`src/rtl/sort_pkg.sv`:
```
// Shared types and sizing helpers for the sort block family.
package sort_pkg;

  typedef enum logic [1:0] {
    LOAD   = 2'd0,
    SETTLE = 2'd1,
    DRAIN  = 2'd2,
    CLEAR  = 2'd3
  } sort_seq_state_t;

  // Width of a counter able to hold 0..n, never narrower than one bit.
  function automatic int sort_cnt_width(input int n);
    int w;
    w = $clog2(n + 1);
    return (w < 1) ? 1 : w;
  endfunction

endpackage

```
`src/rtl/sort_stream_sequencer.sv`:
```
// Frame sequencer for the serial sorting array: loads SIZE elements,
// waits for the sorter to settle, drains them through a registered
// valid/ready output, then clears the sorter for the next frame.
module sort_stream_sequencer
  import sort_pkg::*;
#(
  parameter int DATA_WIDTH    = 8,
  parameter int SIZE          = 3,
  parameter int SETTLE_CYCLES = 1
) (
  input  logic                  clk,
  input  logic                  reset,
  input  logic [DATA_WIDTH-1:0] in_data,
  input  logic                  in_valid,
  output logic                  in_ready,
  output logic [DATA_WIDTH-1:0] out_data,
  output logic                  out_valid,
  output logic                  out_last,
  input  logic                  out_ready,
  output logic                  sort_enable,
  output logic                  sort_write,
  output logic [DATA_WIDTH-1:0] sort_unsorted_data,
  input  logic [DATA_WIDTH-1:0] sort_sorted_data,
  output logic                  sort_clear,
  output logic                  busy
);

  localparam int CNT_W = sort_cnt_width(SIZE);
  localparam int SET_W = sort_cnt_width(SETTLE_CYCLES);
  localparam logic [CNT_W-1:0] LAST_IDX = CNT_W'(SIZE - 1);
  localparam sort_seq_state_t AFTER_LOAD = (SETTLE_CYCLES == 0) ? DRAIN : SETTLE;

  sort_seq_state_t        state_q, state_d;
  logic [CNT_W-1:0]       cnt_q, cnt_d;
  logic [SET_W-1:0]       settle_q, settle_d;
  logic [DATA_WIDTH-1:0]  out_data_q, out_data_d;
  logic                   out_valid_q, out_valid_d;
  logic                   out_last_q, out_last_d;
  logic                   pop;

  // State, counters and output register; reset drops any pending output.
  always_ff @(posedge clk) begin
    if (reset) begin
      state_q     <= LOAD;
      cnt_q       <= '0;
      settle_q    <= '0;
      out_data_q  <= '0;
      out_valid_q <= 1'b0;
      out_last_q  <= 1'b0;
    end else begin
      state_q     <= state_d;
      cnt_q       <= cnt_d;
      settle_q    <= settle_d;
      out_data_q  <= out_data_d;
      out_valid_q <= out_valid_d;
      out_last_q  <= out_last_d;
    end
  end

  // Next state, counters and output register contents.
  always_comb begin
    state_d     = state_q;
    cnt_d       = cnt_q;
    settle_d    = settle_q;
    out_data_d  = out_data_q;
    out_valid_d = out_valid_q;
    out_last_d  = out_last_q;

    case (state_q)
      LOAD: begin
        if (in_valid) begin
          if (cnt_q == LAST_IDX) begin
            state_d  = AFTER_LOAD;
            cnt_d    = '0;
            settle_d = '0;
          end else begin
            cnt_d = cnt_q + 1'b1;
          end
        end
      end
      SETTLE: begin
        if (int'(settle_q) == SETTLE_CYCLES - 1) begin
          state_d  = DRAIN;
          settle_d = '0;
          cnt_d    = '0;
        end else begin
          settle_d = settle_q + 1'b1;
        end
      end
      DRAIN: begin
        if (pop) begin
          if (cnt_q == LAST_IDX) begin
            state_d = CLEAR;
            cnt_d   = '0;
          end else begin
            cnt_d = cnt_q + 1'b1;
          end
        end
      end
      CLEAR: begin
        state_d = LOAD;
        cnt_d   = '0;
      end
      default: begin
        state_d = LOAD;
        cnt_d   = '0;
      end
    endcase

    // The output register runs independently of state so a pending last
    // element can wait downstream while the next frame loads.
    if (pop) begin
      out_data_d  = sort_sorted_data;
      out_valid_d = 1'b1;
      out_last_d  = (cnt_q == LAST_IDX);
    end else if (out_valid_q && out_ready) begin
      out_valid_d = 1'b0;
      out_last_d  = 1'b0;
    end
  end

  // Sorter and stream handshake controls decoded from state.
  always_comb begin
    in_ready           = 1'b0;
    sort_enable        = 1'b0;
    sort_write         = 1'b0;
    pop                = 1'b0;
    sort_unsorted_data = in_data;
    case (state_q)
      LOAD: begin
        in_ready    = 1'b1;
        sort_write  = 1'b1;
        sort_enable = in_valid;
      end
      DRAIN: begin
        pop         = !out_valid_q || out_ready;
        sort_enable = pop;
      end
      default: ;
    endcase
  end

  assign sort_clear = reset || (state_q == CLEAR);
  assign busy       = (state_q != LOAD) || (cnt_q != '0);
  assign out_data   = out_data_q;
  assign out_valid  = out_valid_q;
  assign out_last   = out_last_q;

endmodule

```
`config.mk`:
```
export PLATFORM = sky130hd
export DESIGN_NAME = sort_stream_sequencer
export DESIGN_NICKNAME = d
export VERILOG_FILES = /design/src/rtl/sort_pkg.sv /design/src/rtl/sort_stream_sequencer.sv
export SDC_FILE = /design/constraint.sdc
export NUM_CORES = 1
export LEC_CHECK = 0
export CAP_MARGIN = 10
export CORE_ASPECT_RATIO = 1.1
export CORE_MARGIN = 2
export CORE_UTILIZATION = 34
export CTS_CLUSTER_SIZE = 20
export DETAILED_ROUTE_END_ITERATION = 12
export GPL_ROUTABILITY_DRIVEN = 0
export HOLD_SLACK_MARGIN = 0.02
export PLACE_DENSITY = 0.75
export SLEW_MARGIN = 20
export SYNTH_ARGS = -nofsm -noshare
export SYNTH_HDL_FRONTEND = slang
export SYNTH_SLANG_ARGS = --single-unit
```
`constraint.sdc`:
```
create_clock -name clk -period 1.18 [get_ports clk]
set_input_delay 0.177 -clock clk [delete_from_list [all_inputs] [get_ports clk]]
set_output_delay 0.177 -clock clk [all_outputs]
set_load 0.005 [all_outputs]
```
=== Word-level counts from Yosys, hierarchy flattened ===
Cells that the tools add are included.

* $add $sub $neg: 2
* Equal/unequal tests: 9
* Multiplexer cells: 21
* Reductions and logical operators: 13

{| class="wikitable"
|+ Operator list
! operator !! count
|-
| 2-to-1 mux 2 bit || 9
|-
| one-hot mux 2 bit (4 select lines) || 2
|-
| inequality test 2 bit (second input constant) || 5
|-
| 2-to-1 mux 1 bit || 8
|-
| nonzero test 2 bit || 4
|-
| equality test 2 bit (second input constant) || 3
|-
| AND reduction 3 bit || 2
|-
| AND reduction 5 bit || 1
|-
| one-hot mux 1 bit (2 select lines) || 2
|-
| logical OR 1 bit || 3
|-
| adder 2 x 1 -> 2 bit (second input constant) || 1
|-
| equality test 2 x 1 -> 1 bit (second input constant) || 1
|-
| logical NOT 2 bit || 1
|-
| adder 1 bit (second input constant) || 1
|-
| logical AND 1 bit || 1
|-
| logical NOT 1 bit || 1
|}

* Register bits: 15
* Bits of input ports: 20
* Output and inout port bits: 23
* Logic and storage cells: 51

=== Depth between registers and ports, before layout ===
Gate-level depths: netlist of the first run.

* Depth in word-level cells: 5
* Depth in mapped cells: 5
* Gate-level depth less buffers: 5

=== Worst setup path before layout of the first run ===
OpenSTA, ideal clock, no wires.

* Path type: flip-flop to flip-flop
* Start: register state_q[0]
* End: register state_q[0]
* Setup time: 0.072 ns
* Arrival time: 1.193 ns
* Required time: 1.108 ns
* Setup slack: -0.085 ns
* Stages on the path, launching flop included: 6
* Path buffers: 0
* Period minus slack after synthesis: 1.265 ns
* Cell sequence: dfxtp_1 > inv_1 > ha_1 > nand2b_1 > o211a_2 > mux2i_1

* Word-level cells in the longest chain between the ends: 4
* Elaborated cells between the ends (all ways): 12
* Classes of those cells: eq/ne: 8; mux: 2; reduce/logical: 2

{| class="wikitable"
|+ RTL lines
! element !! line !! text
|-
| start, declared || sort_stream_sequencer.sv:33 || <nowiki>sort_seq_state_t state_q, state_d;</nowiki>
|-
| start signal, assigned || sort_stream_sequencer.sv:51 || <nowiki>state_q <= state_d;</nowiki>
|-
| equality test 2 bit || sort_stream_sequencer.sv:69, sort_stream_sequencer.sv:129 ||
|-
| 2-to-1 mux 1 bit || sort_stream_sequencer.sv:129 || <nowiki>case (state_q)</nowiki>
|-
| inequality test 2 bit (no line) || -- ||
|-
| AND reduction 5 bit (no line) || -- ||
|}

Parallel ways exist; a longest one is shown, timed or not.
A chain may end at the register's enable or synchronous reset.

=== Final worst setup path of the first run ===
* Start: register state_q[0]
* End: output sort_enable

* Word-level cells in the longest chain between the ends: 2
* Elaborated cells between the ends (all ways): 3
* Classes of those cells: eq/ne: 1; mux: 1; reduce/logical: 1

{| class="wikitable"
|+ RTL lines
! element !! line !! text
|-
| equality test 2 bit / logical NOT 2 bit (equally long branches) || sort_stream_sequencer.sv:129 ||
|-
| one-hot mux 1 bit (2 select lines) (*) || sort_stream_sequencer.sv:129 ||
|-
| end, declared || sort_stream_sequencer.sv:20 || <nowiki>output logic sort_enable,</nowiki>
|}

Every way passes the cells marked *; elsewhere a longest branch is shown, timed or not.

==> results.cfg, run 1 <==
[outcome]
run_status = complete, but fails checks
violations = setup timing

[placement]
io_buffers = 26
place_ws_ns = -0.550
placed_cell_area_um2 = 1150
dpl.hpwl_mm = 1.47

[clocking]
htree_levels = 1
insertion_delay_ns = 0.29
cts-root-buf = clkbuf_4
cts_buffers = 3
clock-sinks = 14
clkTransAtPathRegs_ns = 0.09
tritoncts = built
clockBufferDepth = 2

[critical_path]
path_class = reg -> out
reg2reg_slack_ns = -0.31
arrival_ns = 1.33
crit_path_start_kind = flip-flop
cp_max_fo = 3
cp-end-kind = primary output
crit_required_ns = 1.00

[timing]
min_period_ns = 1.50
slew_violations = 0
worst_pin_slew_ns = 0.268
setup_viol_count_final = 19
finalCritPeriodShare_pct = 127
fmax_mhz = 665
tns_ns = -3.15
slew_headroom_pct = 82.1
rsz0062_at_grt = yes
final.setup.worst_slack_ns = -0.323
hold_violations = 0
finClkSkew_ns = 0.00383

[yosys]
yosysUniqueCellTypes = 27
syn-cell-area_um2 = 787
yosysWarningCount = 0
synthTopCellsByArea = dfxtp_1 36%, ha_1 9.5%, buf_4 8.6%
ys_ff_latch = 14
synth_top_area_share_pct = 35.6
yosysTopAreaCell = dfxtp_1
synthesis.nets = 121
synth_cells = 95
syn_avg_cell_area_um2 = 8.28
yosysSeqAreaShare_pct = 35.6

[final_layout]
drive_above_1_share_pct = 60.1
stdcell_area_um2 = 1560
syn_to_final_growth_pct = 97.8
multi_input_area_um2 = 638
ff_latch_area_um2 = 295
diodes = 0
num-nets-final = 170
fill_cells = 155

[routing]
initialDrtViolationCount = 15
drc = 0
routed_via_density = 5.07
wl_per_cell_um = 15.2
vias = 877
first_pass_iters = 4
routed_wl_mm = 2.62
drtAntennaViolNets = 0

[min_path]
holdCritPathClass = in -> out

[die]
num_rows = 18
die_w_um = 49.9
fp.coreArea_um2 = 2230
initial_core_util_pct = 35.3
design.portCount = 43
die_h_um = 54.5
die_area_um2 = 2720

[global_routing]
grt_start_max_net_pins = 17
first_global_vias = 853
grt_remaining_overflow = 0
grt_pass1_wl_mm = 3.95
grt_usage_pct = 19.7
grt_antenna_before_repair = 0

[run]
drv_cap = 0

[pwr]
ir_drop_v = 0.000652
cellLeakagePower_nw = 0.610
power_density_nw_per_um2 = 753
registers in the layout (all words and copies together) (netlist names):
name and flops:
cnt_q 2, out_data 8, out_valid 1, out_last 1, state_q 2
layer usage:
layer | track usage [%] | routed length [um] | up-vias | part of all wire (%)
met5 | 0 | 0 | - | 0
met4 | 9.26 | 108 | 0 | 4.1
met3 | 2.73 | 110 | 10 | 4.2
met2 | 38.0 | 1400 | 30 | 53
met1 | 21.5 | 1000 | 412 | 38
li1 | - | - | 425 | -
kinds of logic after synthesis:
| group | synth area share [%] |
|---|---|
| AOI/OAI and AO/OA | 20.0 |
| adders and majority gates | 9.54 |
| buffers and inverters | 12.2 |
| DFF | 35.6 |
| muxes | 2.54 |
| and+or+nand+nor | 20.0 |
synthesized netlist by cell type:
| library cell | instances |
|---|---|
| o2111ai_1 | 1 |
| inv_2 | 1 |
| nand4_1 | 1 |
| dfxtp_1 | 14 |
| nor2_1 | 4 |
| o21ai_1 | 11 |
| nand3b_1 | 1 |
| and2b_2 | 1 |
| clkbuf_1 | 1 |
| nor2b_1 | 2 |
| o21ai_0 | 1 |
| o211a_2 | 1 |
| inv_1 | 3 |
| nand3_1 | 8 |
| buf_4 | 9 |
| o21bai_1 | 1 |
| a21oi_1 | 13 |
| a31oi_1 | 1 |
| nor3_1 | 1 |
| nand2_1 | 2 |
| buf_2 | 2 |
| mux2i_1 | 2 |
| or2_1 | 1 |
| and3b_1 | 1 |
| nand2b_1 | 5 |
| ha_1 | 6 |
| nand4b_1 | 1 |
area by class of cell:
class,count,area share [%]
sequential,14,19.0
clock buffer,4,2.33
tap,30,2.41
timing repair buffer,56,33.0
multi-input combinational,65,41.0
inverter,4,2.25
cells in the final DEF (no fill, tap or decap), types with 3 or more instances in the layout:
master / instances
a21oi_1: 6
a21oi_2: 7
buf_2: 3
buf_4: 18
buf_6: 12
clkbuf_4: 3
clkdlybuf4s50_1: 11
dfxtp_1: 6
dfxtp_2: 6
dlygate4sd2_1: 9
ha_4: 4
nand2b_1: 5
nand3_2: 7
o21ai_1: 3
o21ai_2: 4
o21ai_4: 5
worst max-delay path, cell delays in order, from the launching register on:
cell	delay [ns]
dfxtp_4	0.38
inv_6	0.04
buf_12	0.12
ha_4	0.14
a31oi_1	0.15
nor2_1	0.07
buf_2	0.13
power breakdown:
group	switching [mW]	internal, mW	total (mW)
Sequential	0.0140	0.484	0.498
Clock	0.171	0.188	0.360
Combinational	0.133	0.181	0.314
Total	0.318	0.853	1.17
path summary, 6_finish.rpt:
path                                  start                     to  depth (start not counted)
worst max-delay path             state_q[0]            sort_enable                          6
worst min-delay path             in_data[1]  sort_unsorted_data[1]                          0
worst max register to register   state_q[0]               cnt_q[0]                          8
worst min register to register  out_data[5]            out_data[5]                          2
repair_timing:
item	CTS	global route
pin swaps	20	16
gates resized for setup	74	29
hold buffers	0	0
gates cloned	0	0
setup endpoints to repair	28	20
buffers inserted	12	5
metrics by stage:
step / utilization [%] / instances / hold WS [ns] / power [mW]
2_1_floorplan: - / 95 / 0.246 / 0.636
3_3_place_gp: 51.5 / 153 / 0.354 / 0.741
3_5_place_dp: 51.5 / 153 / 0.354 / 0.747
4_1_cts: 63.2 / 169 / 0.354 / 1.14
5_1_grt: 69.8 / 173 / 0.354 / 1.23
6_report: 69.8 / 173 / 0.354 / 1.17
No activity file was read; power rests on OpenSTA's default activity.
==> run 2, diff against run 1 <==
--- a/config.mk
+++ b/config.mk
@@ -5,9 +5,9 @@
 export SDC_FILE = /design/constraint.sdc
 export NUM_CORES = 1
 export LEC_CHECK = 0
+export ABC_CLOCK_PERIOD_IN_PS = 1180
 export CAP_MARGIN = 10
 export CORE_ASPECT_RATIO = 1.1
-export CORE_MARGIN = 2
 export CORE_UTILIZATION = 34
 export CTS_CLUSTER_SIZE = 20
 export DETAILED_ROUTE_END_ITERATION = 12
==> results.cfg, run 2 (synthesis results as in run 1) <==
[critical_path]
critPathLaunch = state_q[0]
arrival_ns = 1.29
crit_required_ns = 1.00
r2r_start = state_q[0]
worstRegToRegCells = 7
r2r_end = state_q[0]
path_class = reg -> out
crit_path_start_kind = flip-flop
worst_path_max_delay_cell = dfxtp_4
cp-end-kind = primary output
cp_max_fo = 3
cp_cell_sequence = inv_4 > buf_12 > ha_4 > a31oi_4 > nor2_1 > buf_2
worst_path_largest_cell_delay_ns = 0.37
reg2reg_slack_ns = -0.22

[die]
die_w_um = 47.9
die_h_um = 52.5
design.portCount = 43
fp.coreArea_um2 = 2080
num_rows = 17
initial_core_util_pct = 37.8
die_area_um2 = 2510

[pwr]
power_density_nw_per_um2 = 763
cellLeakagePower_nw = 0.566
ir_drop_v = 0.000496
finalPower_mw = 1.14

[outcome]
run_status = complete, but fails checks
violations = setup timing

[global_routing]
grt_util_met3_pct = 3.79
grt_start_max_net_pins = 17
grt_pass1_wl_mm = 3.29
use_met2_pct = 35.6
gr-usage-met1_pct = 19.0
grt_remaining_overflow = 0
first_global_vias = 795
grt_usage_pct = 18.9
top_usage_layer = met2
grt_antenna_before_repair = 0

[routing]
routed_wl_mm = 2.44
first_pass_iters = 4
routed_via_density = 5.17
drtAntennaViolNets = 0
wl_per_cell_um = 15.0
initialDrtViolationCount = 2
vias = 842
drc = 0

[timing]
setup_viol_count_final = 19
slew_headroom_pct = 77.4
whs_ns = 0.354
worst_pin_slew_ns = 0.339
fmax_mhz = 680
rsz0062_at_grt = yes
finalCritPeriodShare_pct = 125
final.setup.worst_slack_ns = -0.290
slew_violations = 0
hold_violations = 0
min_period_ns = 1.47
finClkSkew_ns = 0.00166

[clocking]
cts-root-buf = clkbuf_4
htree_levels = 1
clock-sinks = 14
cts_buffers = 3
clockBufferDepth = 2
tritoncts = built
insertion_delay_ns = 0.28
clkTransAtPathRegs_ns = 0.09

[run]
drv_cap = 0

[final_layout]
num-nets-final = 162
final_cell_mix = 12 x buf_4, 11 x clkdlybuf4s50_1, 9 x buf_6, 9 x dlygate4sd2_1, 8 x a21oi_2
diodes = 0
syn_to_final_growth_pct = 90.0
post-route-util_pct = 71.7
layout.cells.non_filler = 163
drive_above_1_share_pct = 56.3
largest_reg_flops = 8
final_common_cell = buf_4
fill_cells = 172

[placement]
io_buffers = 26
post-place-cells = 151
place_ws_ns = -0.494

[min_path]
hold_end = sort_unsorted_data[5]
holdCritPathClass = in -> out
hold_start = in_data[5]
hold_path_depth = 0
run 2: per-layer routing:
metal	routed length [um]	share of wire (%)
met5	0	0
met4	51	2.1
met1	938	38
met2	1330	55
met3	119	4.9
run 2: worst max-delay path by stage:
stage,slack (ns),endpoint
final,-0.29,sort_enable
after global routing,-0.34,sort_enable
after CTS,-0.29,sort_enable
after detailed placement,-0.49,sort_enable
after global placement,-0.50,sort_enable
after floorplan,0.02,state_q[0]
run 2: area by class of cell:
| type | count | area, um^2 | share of cell area, % |
|---|---|---|---|
| multi-input cells | 65 | 642 | 42.9 |
| repair buffers | 48 | 455 | 30.5 |
| flip-flops and latches | 14 | 294 | 19.7 |
| well taps | 28 | 35.0 | 2.34 |
| clock buffers | 4 | 36.3 | 2.43 |
| inverters | 4 | 32.5 | 2.18 |
run 2: worst max-delay path, delay by kind of cell (launching register included):
kind	cells	cell delay, ns
AOI/OAI and AO/OA	1	0.14
adders and majority gates	1	0.16
buffers and inverters	3	0.29
DFF	1	0.37
and+or+nand+nor	1	0.05
run 2: report_power, final:
group	total, mW	internal, mW	switching (mW)	leakage [nW]
Clock	0.349	0.188	0.161	0.0210
Sequential	0.496	0.484	0.0122	0.117
Combinational	0.296	0.174	0.122	0.427
Total	1.14	0.845	0.295	0.566
run 2: stage by stage:
step                      area [um^2]  setup TNS, ns
after floorplan                   830              0
after global placement           1150          -3.62
after detailed placement         1150          -3.89
after CTS                        1380          -2.21
after global routing             1500          -3.91
final                            1500          -3.06
run 2: what timing repair did:
item / in CTS / in global routing
resized for setup: 73 / 23
endpoints found under the setup margin: 27 / 19
hold buffers: 0 / 0
pin swaps: 25 / 15
buffers inserted: 8 / 1
